### config.mk
export PLATFORM = sky130hd
export DESIGN_NAME = mips_multicycle_ctrl
export DESIGN_NICKNAME = d
export VERILOG_FILES = /design/src/rtl/mips_multicycle_ctrl.sv
export SDC_FILE = /design/constraint.sdc
export NUM_CORES = 1
export LEC_CHECK = 0
export CAP_MARGIN = 5
export CORE_UTILIZATION = 48
export CTS_BUF_LIST = sky130_fd_sc_hd__clkbuf_4
export DETAILED_ROUTE_END_ITERATION = 10
export PLACE_DENSITY = 0.89
export SLEW_MARGIN = 20
export SYNTH_ARGS = -nofsm -noshare
export SYNTH_HDL_FRONTEND = slang
export SYNTH_SLANG_ARGS = --single-unit
### constraint.sdc
create_clock -name CLOCK_50 -period 2.42 [get_ports CLOCK_50]
set_input_delay 0.242 -clock CLOCK_50 [delete_from_list [all_inputs] [get_ports CLOCK_50]]
set_output_delay 0.242 -clock CLOCK_50 [all_outputs]
set_load 0.005 [all_outputs]
### src/rtl/mips_multicycle_ctrl.sv
// Multi-cycle MIPS control FSM: sequences fetch/decode/execute/memory/writeback
// over a shared-memory datapath, with variable-latency memory, pause and an illegal-opcode trap.
module mips_multicycle_ctrl #(
    parameter int USE_READY = 1,
    parameter int MEM_LAT   = 1,
    parameter int COUNT_W   = 32
) (
    input  logic               CLOCK_50,
    input  logic               reset,
    input  logic               pause,
    input  logic [5:0]         opcode,
    input  logic [5:0]         funct,
    input  logic               zero,
    input  logic               mem_ready,
    output logic               PCWrite,
    output logic               PCWriteCond,
    output logic               IorD,
    output logic               MemRead,
    output logic               MemWrite,
    output logic               IRWrite,
    output logic               RegWrite,
    output logic               ALUSrcA,
    output logic [1:0]         MemtoReg,
    output logic [1:0]         RegDst,
    output logic [1:0]         ALUSrcB,
    output logic [1:0]         ALUOp,
    output logic [1:0]         PCSource,
    output logic [3:0]         state,
    output logic [COUNT_W-1:0] instr_count,
    output logic               illegal
);

    localparam int CNT_W = (MEM_LAT > 1) ? $clog2(MEM_LAT) : 1;
    localparam logic [CNT_W-1:0] LAT_LAST = CNT_W'(MEM_LAT - 1);

    localparam logic [5:0] OP_RTYPE = 6'b000000;
    localparam logic [5:0] OP_LW    = 6'b100011;
    localparam logic [5:0] OP_SW    = 6'b101011;
    localparam logic [5:0] OP_BEQ   = 6'b000100;
    localparam logic [5:0] OP_BNE   = 6'b000101;
    localparam logic [5:0] OP_J     = 6'b000010;
    localparam logic [5:0] OP_ADDI  = 6'b001000;
    localparam logic [5:0] OP_ANDI  = 6'b001100;
    localparam logic [5:0] OP_ORI   = 6'b001101;
    localparam logic [5:0] OP_SLTI  = 6'b001010;

    typedef enum logic [3:0] {
        S_FETCH     = 4'd0,
        S_DECODE    = 4'd1,
        S_MEM_ADDR  = 4'd2,
        S_MEM_READ  = 4'd3,
        S_MEM_WB    = 4'd4,
        S_MEM_WRITE = 4'd5,
        S_EXECUTE   = 4'd6,
        S_R_WB      = 4'd7,
        S_BRANCH    = 4'd8,
        S_JUMP      = 4'd9,
        S_IMM_EX    = 4'd10,
        S_I_WB      = 4'd11,
        S_TRAP      = 4'd12
    } state_t;

    state_t           state_q;
    state_t           state_d;
    logic             busy_q;
    logic [CNT_W-1:0] wait_q;
    logic             mem_state;
    logic             fetch_idle;
    logic             access;
    logic             done;
    logic             retire;
    logic             unused_funct;

    assign unused_funct = ^funct;
    assign state        = state_q;

    // A paused FETCH only idles before its access starts; busy_q marks an access in flight.
    always_comb begin
        mem_state  = (state_q == S_FETCH) || (state_q == S_MEM_READ) || (state_q == S_MEM_WRITE);
        fetch_idle = (state_q == S_FETCH) && !busy_q && pause;
        access     = mem_state && !fetch_idle;
        done       = (USE_READY != 0) ? mem_ready : (wait_q == LAT_LAST);
    end

    always_comb begin
        state_d = state_q;
        case (state_q)
            S_FETCH:     if (access && done) state_d = S_DECODE;
            S_DECODE: begin
                case (opcode)
                    OP_RTYPE:                          state_d = S_EXECUTE;
                    OP_LW, OP_SW:                      state_d = S_MEM_ADDR;
                    OP_BEQ, OP_BNE:                    state_d = S_BRANCH;
                    OP_J:                              state_d = S_JUMP;
                    OP_ADDI, OP_ANDI, OP_ORI, OP_SLTI: state_d = S_IMM_EX;
                    default:                           state_d = S_TRAP;
                endcase
            end
            S_MEM_ADDR:  state_d = (opcode == OP_SW) ? S_MEM_WRITE : S_MEM_READ;
            S_MEM_READ:  if (done) state_d = S_MEM_WB;
            S_MEM_WB:    state_d = S_FETCH;
            S_MEM_WRITE: if (done) state_d = S_FETCH;
            S_EXECUTE:   state_d = S_R_WB;
            S_R_WB:      state_d = S_FETCH;
            S_BRANCH:    state_d = S_FETCH;
            S_JUMP:      state_d = S_FETCH;
            S_IMM_EX:    state_d = S_I_WB;
            S_I_WB:      state_d = S_FETCH;
            S_TRAP:      state_d = S_TRAP;
            default:     state_d = S_FETCH;
        endcase
        retire = (state_d == S_FETCH) &&
                 (state_q inside {S_MEM_WB, S_MEM_WRITE, S_R_WB, S_BRANCH, S_JUMP, S_I_WB});
    end

    always_ff @(posedge CLOCK_50 or posedge reset) begin
        if (reset) begin
            state_q     <= S_FETCH;
            busy_q      <= 1'b0;
            wait_q      <= '0;
            instr_count <= '0;
            illegal     <= 1'b0;
        end else begin
            state_q <= state_d;
            if (access && !done) begin
                busy_q <= 1'b1;
                if (USE_READY == 0) wait_q <= wait_q + CNT_W'(1);
            end else begin
                busy_q <= 1'b0;
                wait_q <= '0;
            end
            if (retire) instr_count <= instr_count + COUNT_W'(1);
            if (state_d == S_TRAP) illegal <= 1'b1;
        end
    end

    // Everything stays low while reset is held, so an aborted access writes nothing.
    always_comb begin
        PCWrite     = 1'b0;
        PCWriteCond = 1'b0;
        IorD        = 1'b0;
        MemRead     = 1'b0;
        MemWrite    = 1'b0;
        IRWrite     = 1'b0;
        RegWrite    = 1'b0;
        ALUSrcA     = 1'b0;
        MemtoReg    = 2'b00;
        RegDst      = 2'b00;
        ALUSrcB     = 2'b00;
        ALUOp       = 2'b00;
        PCSource    = 2'b00;
        if (!reset) begin
            case (state_q)
                S_FETCH: begin
                    if (access) begin
                        MemRead = 1'b1;
                        ALUSrcB = 2'b01;
                        if (done) begin
                            IRWrite = 1'b1;
                            PCWrite = 1'b1;
                        end
                    end
                end
                S_DECODE:    ALUSrcB = 2'b11;
                S_MEM_ADDR: begin
                    ALUSrcA = 1'b1;
                    ALUSrcB = 2'b10;
                end
                S_MEM_READ: begin
                    IorD    = 1'b1;
                    MemRead = 1'b1;
                end
                S_MEM_WB: begin
                    MemtoReg = 2'b01;
                    RegWrite = 1'b1;
                end
                S_MEM_WRITE: begin
                    IorD     = 1'b1;
                    MemWrite = 1'b1;
                end
                S_EXECUTE: begin
                    ALUSrcA = 1'b1;
                    ALUOp   = 2'b10;
                end
                S_R_WB: begin
                    RegDst   = 2'b01;
                    RegWrite = 1'b1;
                end
                S_BRANCH: begin
                    ALUSrcA     = 1'b1;
                    ALUOp       = 2'b01;
                    PCSource    = 2'b01;
                    PCWriteCond = (opcode == OP_BNE) ? !zero : zero;
                end
                S_JUMP: begin
                    PCSource = 2'b10;
                    PCWrite  = 1'b1;
                end
                S_IMM_EX: begin
                    ALUSrcA = 1'b1;
                    ALUSrcB = 2'b10;
                    ALUOp   = 2'b11;
                end
                S_I_WB:      RegWrite = 1'b1;
                default: ;
            endcase
        end
    end

endmodule

---- Word-level counts from Yosys, hierarchy flattened ----
Cells that the tools add are included.
word-level totals
  register bits ........................... 38
  bits of input ports ..................... 17
  output and inout port bits .............. 55
cells by class
  add/subtract/negate cells ............... 1
  equality and inequality tests ........... 22
  mux-type cells .......................... 38
  reductions and logical operators ........ 23
operator list
  operator                                                               count
  32-bit by 1-bit adder with 32-bit output, second input constant        1
  4-bit one-hot mux with 8 select lines                                  1
  4-bit equality test, second input constant                             6
  6-bit by 4-bit equality test with 1-bit output, second input constant  4
  1-bit 2-to-1 mux                                                       24
  4-bit one-hot mux with 5 select lines                                  1
  4-bit by 3-bit equality test with 1-bit output, second input constant  4
  6-bit by 3-bit equality test with 1-bit output, second input constant  2
  6-bit equality test, second input constant                             2
  4-bit 2-to-1 mux                                                       3
  2-bit one-hot mux with 3 select lines                                  2
  4-bit by 2-bit equality test with 1-bit output, second input constant  2
  4-bit zero test                                                        2
  2-bit OR reduction                                                     4
  4-bit OR reduction                                                     2
  6-bit by 2-bit equality test with 1-bit output, second input constant  1
  1-bit logical AND                                                      6
  6-bit zero test                                                        1
  2-bit 2-to-1 mux                                                       3
  6-bit nonzero test                                                     1
  4-bit by 1-bit equality test with 1-bit output, second input constant  1
  1-bit zero test                                                        4
  1-bit one-hot mux with 2 select lines                                  2
  2-bit one-hot mux with 2 select lines                                  1
  3 further kinds                                                        4

---- Longest topological paths before layout ----
  word-level depth ........................ 10
  depth in mapped cells ................... 8
  gate-level depth less buffers ........... 5

---- Worst setup path before layout ----
OpenSTA, ideal clock, no wires.
  kind .................................... register to register
  from .................................... register state_q[0], in the netlist state[0]
  to ...................................... register instr_count[23]
  library setup time ...................... 0.079 ns
  data arrival time ....................... 2.170 ns
  path slack .............................. 0.171 ns
  cell stages (with the launch flop) ...... 8
  cell sequence ........................... dfrtp_1 nor4b_1 or4_1 buf_2 or4_1 buf_4 nor3_2 xor2_1
between the ends
  longest elaborated chain between the ends .. 10
RTL lines
  element                                RTL line    source
  start, declared                        63          state_t state_q;
  start signal, assigned                 124         state_q <= state_d;
  4-bit zero test                        79, 80, 87
  1-bit logical AND (2 in a row)         80          fetch_idle = (state_q == S_FETCH) && !busy_q && pause;
  1-bit zero test                        81          access = mem_state && !fetch_idle;
  1-bit logical AND                      81
  1-bit logical AND                      88          S_FETCH: if (access && done) state_d = S_DECODE;
  4-bit 2-to-1 mux                       88
  4-bit one-hot mux with 8 select lines  87          case (state_q)
  4-bit zero test                        112         retire = (state_d == S_FETCH) &&
  1-bit logical AND (*)                  112
  end signal, assigned                   132         if (retire) instr_count <= instr_count + COUNT_W'(1);
  end, declared                          29          output logic [COUNT_W-1:0] instr_count,
Mark *: on every way between the ends. The rest lies on a longest branch, timed or not.
A chain may end at the register's enable or synchronous reset.

---- Worst setup path after layout ----
  from .................................... register state_q[3], in the netlist state[3]
  to ...................................... register instr_count[26]
The elaborated chain is that of the path after synthesis.

==> results.txt <==
- Outcome: completed
* First-iteration detailed-routing DRC count: 79
- Max stage delay on crit path: about 0.56 ns
- Along the worst hold path, the cell count comes to 1.
- Headroom to the max-slew limit came out at 60.7%.
- Clock buffers created by TritonCTS: 5
* Post-synthesis async set-or-reset flop share: 100%
- Synthesis-to-finish area growth: 38.4%
* Number of antenna violations at the first check in global routing: 0
- Ranked by total cell area, the synthesized netlist is headed by sky130_fd_sc_hd__dfrtp_1, sky130_fd_sc_hd__xor2_1, sky130_fd_sc_hd__xnor2_1, sky130_fd_sc_hd__nor3_1, sky130_fd_sc_hd__nand2_1.
* Share of Yosys cell area claimed by the top area cell type: about 43%
* Via count of the first global-routing pass: ~1900
- The congestion estimate from routability-driven global placement came to 0.888.
- Number of gates on the worst path with buffers counted: 6
- Avg Inst Size Synth: about 9.2 um2
- Bufs and invs on worst path: 1
- Summing all placed instances gives a cell area of ~3000 um2.
- Walking the worst path, the cells encountered are and2_1, or4_4, or4_1, buf_4, nor3_2, xor2_1.
- In this run the static leakage power is 1.15 nW.
- The worst path needs 2.29 ns of the cycle, external delays included.
- Crit Reg-Reg Endpoint: instr_count[26]
- Setup skew after layout: between 0.007 and 0.008 ns
* Antenna Cells: 0
* Final count of negative-setup-slack endpoints: 0
- Count of antenna-violating nets left after detailed routing: 0
- Clk Tree Root Cell: sky130_fd_sc_hd__clkbuf_4
* Global-route wire length before repair: 8670 um
- Max Freq: approximately 440 MHz
* Type of the tightest min-delay check: reg2reg
* CP Data Arrival Time: ~2.6 ns
- Number of synthesis warnings: 0
- In this run the standard cell core region covers ~4400 um2.
* Number of buffers between clock root and the deepest sink: 2
- Top Ports: 72
- STA classifies the critical path startpoint as a flop.
* Critical Path Sink Type: flop
* Largest delay share family, worst path: simple AND/OR/NAND/NOR gates
- The critical path ends at instr_count[26].
- The die covers 4900 um2.
* Number of filler cells placed in the layout: 342
- At the worst endpoint, the required time is 2.68 ns.
- The final route contains 2055 vias.
- WL/cell: roughly 14 um
- Number of iterations in the first detailed-routing pass: 4
- Final hold viol count: 0
- Proportion of synthesized chip area in sequential cells: 42.9%
- In this run the cell area of the synthesized design comes to 2220 um2.
- DRC: 0
- Setup repair after global routing could not meet its margin everywhere.
- Post-synth top area cell: sky130_fd_sc_hd__dfrtp_1
- First element of the critical path: state[3]
- GRT Resource Usage Total: 21.9%
- Buffers added to address setup during post-CTS repair amount to 0.
* Count of final max-slew check failures: 0
* # port buffers: 63
* Maximum fanout count along the critical path: 9
* Clock tree from TritonCTS: built
- Clock latency reported for the late side of the worst-skew pair: roughly 0.34 ns
* Clock tree sinks: 38
- The initialized floorplan defines 24 standard-cell rows.
* Max H-tree Level: 2
- The HPWL after detailed placement is slightly below 4000 um.
* Cell with the largest stage delay on the worst path: sky130_fd_sc_hd__or4_4
- #FFs+latches synth: 38
* Post-CTS Hold Fix Bufs: 0
* Area of all placed cells without fillers: 3070 um2
* Peak supply drop: 0.390 mV
* Width of the die: 70.0 um
* R2R Path Start: state[3]
- Power density over the cells: 675 nW/um2
- In the synthesized netlist, the number of instances is 240.
- Library cells used by synthesis: 45
* Die outline height: 70.0 um
* Total of max-cap violations: 0
* Final standard cell count with taps included and fillers excluded: 366
- For this run, the leading register cell type out of synthesis is sky130_fd_sc_hd__dfrtp_1.
- Depth of the worst register-to-register path: 6
- The setup path with the least slack is of type reg2reg.
- Fraction of layout cells with a size suffix above 1: between 10% and 20%
- After global routing the overflow that remains totals 0.
- Summed over all layers, the routed wires come to 5040 um.
- Clock transition at the registers of the reported paths: around 0.1 ns
- Number of nets in the layout: 332
- Post-synth EDFFs: 0
- The final critical path takes up 94.8% of the cycle.
- For flop-to-flop paths, the worst setup slack is about 0.13 ns.
- The initial utilization of the core area, before any placement, comes to 50.6%.
* Actual transition at the worst max-transition pin: 0.589 ns
* Post-detailed-route via-to-cell ratio: 5.61
- Largest net degree at the start of global routing: 25
- Placed cell count: 359
- Power comes to a little over 0.002 W.
synth_stat cells (3+ instances only):
library cell	number
sky130_fd_sc_hd__xnor2_1	16
sky130_fd_sc_hd__and3_1	4
sky130_fd_sc_hd__clkbuf_1	6
sky130_fd_sc_hd__buf_2	3
sky130_fd_sc_hd__xor2_1	18
sky130_fd_sc_hd__nand2b_1	5
sky130_fd_sc_hd__a21oi_1	4
sky130_fd_sc_hd__nand3_1	12
sky130_fd_sc_hd__inv_1	8
sky130_fd_sc_hd__nand4_1	8
sky130_fd_sc_hd__nand2_1	19
sky130_fd_sc_hd__or4_1	4
sky130_fd_sc_hd__buf_4	3
sky130_fd_sc_hd__nor4_1	8
sky130_fd_sc_hd__nor3_1	16
sky130_fd_sc_hd__and4_1	5
sky130_fd_sc_hd__dfrtp_1	38
sky130_fd_sc_hd__nor3_2	7
sky130_fd_sc_hd__nor2_1	18
sky130_fd_sc_hd__nor2b_1	5
sky130_fd_sc_hd__or3_1	3
placed cells by master, fill, tap and decap left out, types with 3 or more instances in the layout:
master                            count
sky130_fd_sc_hd__or3_1                3
sky130_fd_sc_hd__dfrtp_1             38
sky130_fd_sc_hd__nand3_1             12
sky130_fd_sc_hd__nor3_1              15
sky130_fd_sc_hd__or4_1                3
sky130_fd_sc_hd__a21oi_1              4
sky130_fd_sc_hd__clkbuf_4             7
sky130_fd_sc_hd__clkdlybuf4s50_1     61
sky130_fd_sc_hd__nor2_1              17
sky130_fd_sc_hd__nand4_1              8
sky130_fd_sc_hd__xor2_1              18
sky130_fd_sc_hd__inv_1                8
sky130_fd_sc_hd__nand2_1             19
sky130_fd_sc_hd__xnor2_1             16
sky130_fd_sc_hd__and4_1               5
sky130_fd_sc_hd__nand2b_1             4
sky130_fd_sc_hd__and3_1               4
sky130_fd_sc_hd__nor4_1               7
sky130_fd_sc_hd__nor3_2               8
sky130_fd_sc_hd__buf_4               15
sky130_fd_sc_hd__nor2b_1              5
final cells by class:
type | instances | area [um2] | area share (%)
inverters | 8 | 30.0 | 0.978
multi-input cells | 182 | 1210 | 39.3
flip-flops and latches | 38 | 951 | 31.0
well taps | 52 | 65.1 | 2.12
repair buffers | 79 | 764 | 24.9
clock buffers | 7 | 52.6 | 1.71
sequential cells by signal, summed over array words and instances (netlist names):
register / cells
busy_q: 1
illegal: 1
instr_count: 32
state: 4
timing repair:
item / in CTS / in global routing
hold endpoints to repair: 0 / 0
setup endpoints to repair: 1 / 11
pin swaps: 0 / 0
resized for setup: 1 / 7
through the flow:
| stage | TNS [ns] | utilization [%] | hold slack [ns] | worst slack [ns] |
|---|---|---|---|---|
| 2_1_floorplan | 0 | - | 0.312 | 0.171 |
| 3_3_place_gp | -0.141 | 68.1 | 0.459 | -0.0262 |
| 3_5_place_dp | -0.409 | 68.1 | 0.461 | -0.0897 |
| 4_1_cts | 0 | 69.3 | 0.444 | 0.0289 |
| 5_1_grt | -0.00469 | 70.0 | 0.483 | -0.00469 |
| 6_report | 0 | 70.0 | 0.473 | 0.127 |
how the worst min path moves through the flow:
| stage | to | slack, ns | startpoint |
|---|---|---|---|
| 6_report | instr_count[31] | 0.47 | instr_count[31] |
| 3_5_place_dp | instr_count[31] | 0.46 | instr_count[31] |
| 3_3_place_gp | instr_count[31] | 0.46 | instr_count[31] |
| 4_1_cts | instr_count[9] | 0.44 | reset |
| 2_1_floorplan | busy_q | 0.31 | mem_ready |
| 5_1_grt | instr_count[31] | 0.48 | instr_count[31] |
routing by layer:
| layer | track usage [%] | share of wire [%] | routed length, um |
|---|---|---|---|
| met5 | 0 | 0 | 0 |
| met4 | 8.22 | 2.0 | 99 |
| met3 | 3.90 | 5.5 | 275 |
| met2 | 36.3 | 50 | 2530 |
| met1 | 28.7 | 42 | 2140 |
power by group:
part	internal, W	total [W]	switching (W)
Combinational	0.000499	0.000934	0.000436
Sequential	0.000720	0.000812	0.0000918
Clock	0.000132	0.000325	0.000193
logic make-up after synthesis:
group                      Yosys count  share of synthesized area [%]
buffers and inverters               21                           4.23
and+or+nand+nor                    123                           31.7
AOI/OAI and AO/OA                   22                           7.05
DFF                                 38                           42.9
other                                1                          0.169
adders and majority gates            1                          0.564
xor gates and xnor gates            34                           13.4
Note: power is estimated with default switching activity, not from simulation.
==> edit (same settings) <==
`COUNT_W`: 32 -> 36.
--- a/src/rtl/mips_multicycle_ctrl.sv
+++ b/src/rtl/mips_multicycle_ctrl.sv
@@ -4,5 +4,5 @@
     parameter int USE_READY = 1,
     parameter int MEM_LAT   = 1,
-    parameter int COUNT_W   = 32
+    parameter int COUNT_W   = 36
 ) (
     input  logic               CLOCK_50,
Ports: changed (resized instr_count); port bits go from 72 to 76. No check against the original RTL was run, so the function may have changed too.
==> edit against the unedited design <==
Area after synthesis up 7.7%. Critical path depth decreased by 1. Core utilization shrank 0.82 points. Via count grew 5.2%. Power up 21%. Largest power group unchanged. Sequential cell count up 4. Cell count grew 6.6%. Cell area is 7.2% higher. Global-route usage up 1.0 points. Routed wire length increased by 16%. Worst setup slack got worse by 17 ps. Clock skew down 3.4 ps. Clock power up 66%.
==> edit: results (changes against the unedited design) <==
outcome complete, no violations (unchanged); top cell family by delay on the critical path buffers and inverters (was simple AND/OR/NAND/NOR gates); unique cell type count in the Yosys netlist 43 (was 45); Reg clk slew, reported paths 120 ps (was 100 ps); Synth top cells by count 42 x dfrtp_1, 26 x xnor2_1, 25 x nor2_1 (was 38 x dfrtp_1, 19 x nand2_1, 18 x nor2_1, 18 x xor2_1); htree depth 2 (unchanged); Yosys warning count 0 (unchanged); Worst Skew 4.595 ps (was 7.998 ps); clock latency on the worst-skew pair 340 ps (about the same); vias in the first global route 1,965 (was 1,936); largest net degree at the start of global routing 43 (was 25); final hold vios 0 (unchanged); maximum vdd drop 0.7313 mV (was 0.3903 mV); final non-filler cell total 390 (was 366); largest stage delay on the critical path 490 ps (was 560 ps); Min Hold Slack 484.2 ps (was 472.6 ps); Final #Nets 340 (was 332); Slowest cell on crit path clkdlybuf4s50_1 (was or4_4); Worst Path Max Fanout 13 (was 9); Avg Inst Size Synth 9.631 um2 (was 9.243 um2); Seq/Total Area, Yosys 44.00% (was 42.87%); max reg flops 36 (was 32); DR vias 2,161 (was 2,055); filler instances 363 (was 342); utilization after layout 69.18% (was 70.01%); DR iter-0 viols 201 (was 79); dpl cell area 3153 um2 (was 2987 um2); Worst Tran Pin Value 546.9 ps (was 588.9 ps); top cells by area, synth dfrtp_1 44%, xnor2_1 9.5%, xor2_1 4.4% (was dfrtp_1 43%, xor2_1 7.1%, xnor2_1 6.3%); flop2flop setup slack 300 ps (was 130 ps); GRT Resource Usage Total 22.95% (was 21.92%); Post-synth ARST share 100.0% (unchanged); leakage power 1.356 nW (was 1.153 nW); initial antenna violation count 0 (unchanged); Reg with most FFs instr_count (unchanged); Placed Cells 381 (was 359); final wirelength 5.833 mm (was 5.041 mm); IO Port Bufs 67 (was 63); Final GP Congestion 0.8314 (was 0.8875); first-pass GRT wire length 9.342 mm (was 8.673 mm); Initial DRT Pass Iterations 4 (unchanged); Setup Slack @ Placement 140.2 ps (was -89.72 ps); Worst Path Arrival 2070 ps (was 2560 ps); maximum buffer depth of the clock tree 2 (unchanged); layout cell share with drive strength beyond 1 10.22% (was 11.78%); DP HPWL 4.237 mm (was 3.853 mm); ant diodes 0 (unchanged); root buffer cell clkbuf_4 (unchanged); min-delay worst type flop to flop (unchanged); CTS Buf Count 5 (unchanged); period utilisation layout 95.46% (was 94.77%)
-- edit: path summary, 6_finish.rpt --
check | start | to | cells after the start
max | state[3] | ALUSrcB[1] | 5
min | illegal | illegal | 1
max reg2reg | state[3] | instr_count[35] | 5
min reg2reg | illegal | illegal | 1
max in group asynchronous | reset | state[0] | 4
min in group asynchronous | reset | busy_q | 4
-- edit: what timing repair did --
action / CTS / global route
hold buffers: 0 / 0
buffers inserted: 0 / 1
gates resized for setup: 2 / 5
pin swaps: 0 / 0
setup endpoints to repair: 1 / 3
-- edit: area by class of cell --
cell class | count | share of cell area, %
Clock buffer | 5 | 1.141
Clock inverter | 3 | 1.940
Inverter | 7 | 0.7988
Multi-Input combinational cell | 188 | 38.68
Sequential cell | 42 | 31.99
Tap cell | 67 | 2.549
Timing Repair Buffer | 78 | 22.90
-- edit: logic make-up after synthesis --
kind of cell	after synthesis	synth area share, %
xor gates and xnor gates	38	13.93
AOI/OAI and AO/OA	21	6.025
adders and majority gates	1	0.5238
muxes	2	0.9428
buffers and inverters	19	3.981
and+or+nand+nor	124	30.43
DFF	42	44.00
other	1	0.1570
-- edit: worst register-to-register path, cell delays in order, from the launching register on --
cell     delay [ps]
dfrtp_1         460
and2_1          240
nor4b_4         460
nand4_4         290
nor4_2          410
xor2_1          200
-- edit: power by group --
part,total (mW),internal (mW),switching (mW)
sequential,0.912,0.792,0.119
clock,0.540,0.318,0.222
combinational,1.05,0.543,0.506
-- edit: metal layers --
| layer | routed length (um) | track usage [%] | vias up |
|---|---|---|---|
| li1 | - | - | 1026 |
| met1 | 2481 | 29.53 | 1052 |
| met2 | 2962 | 38.01 | 69 |
| met3 | 245 | 4.306 | 14 |
| met4 | 144 | 9.586 | 0 |
| met5 | 0 | 0 | - |
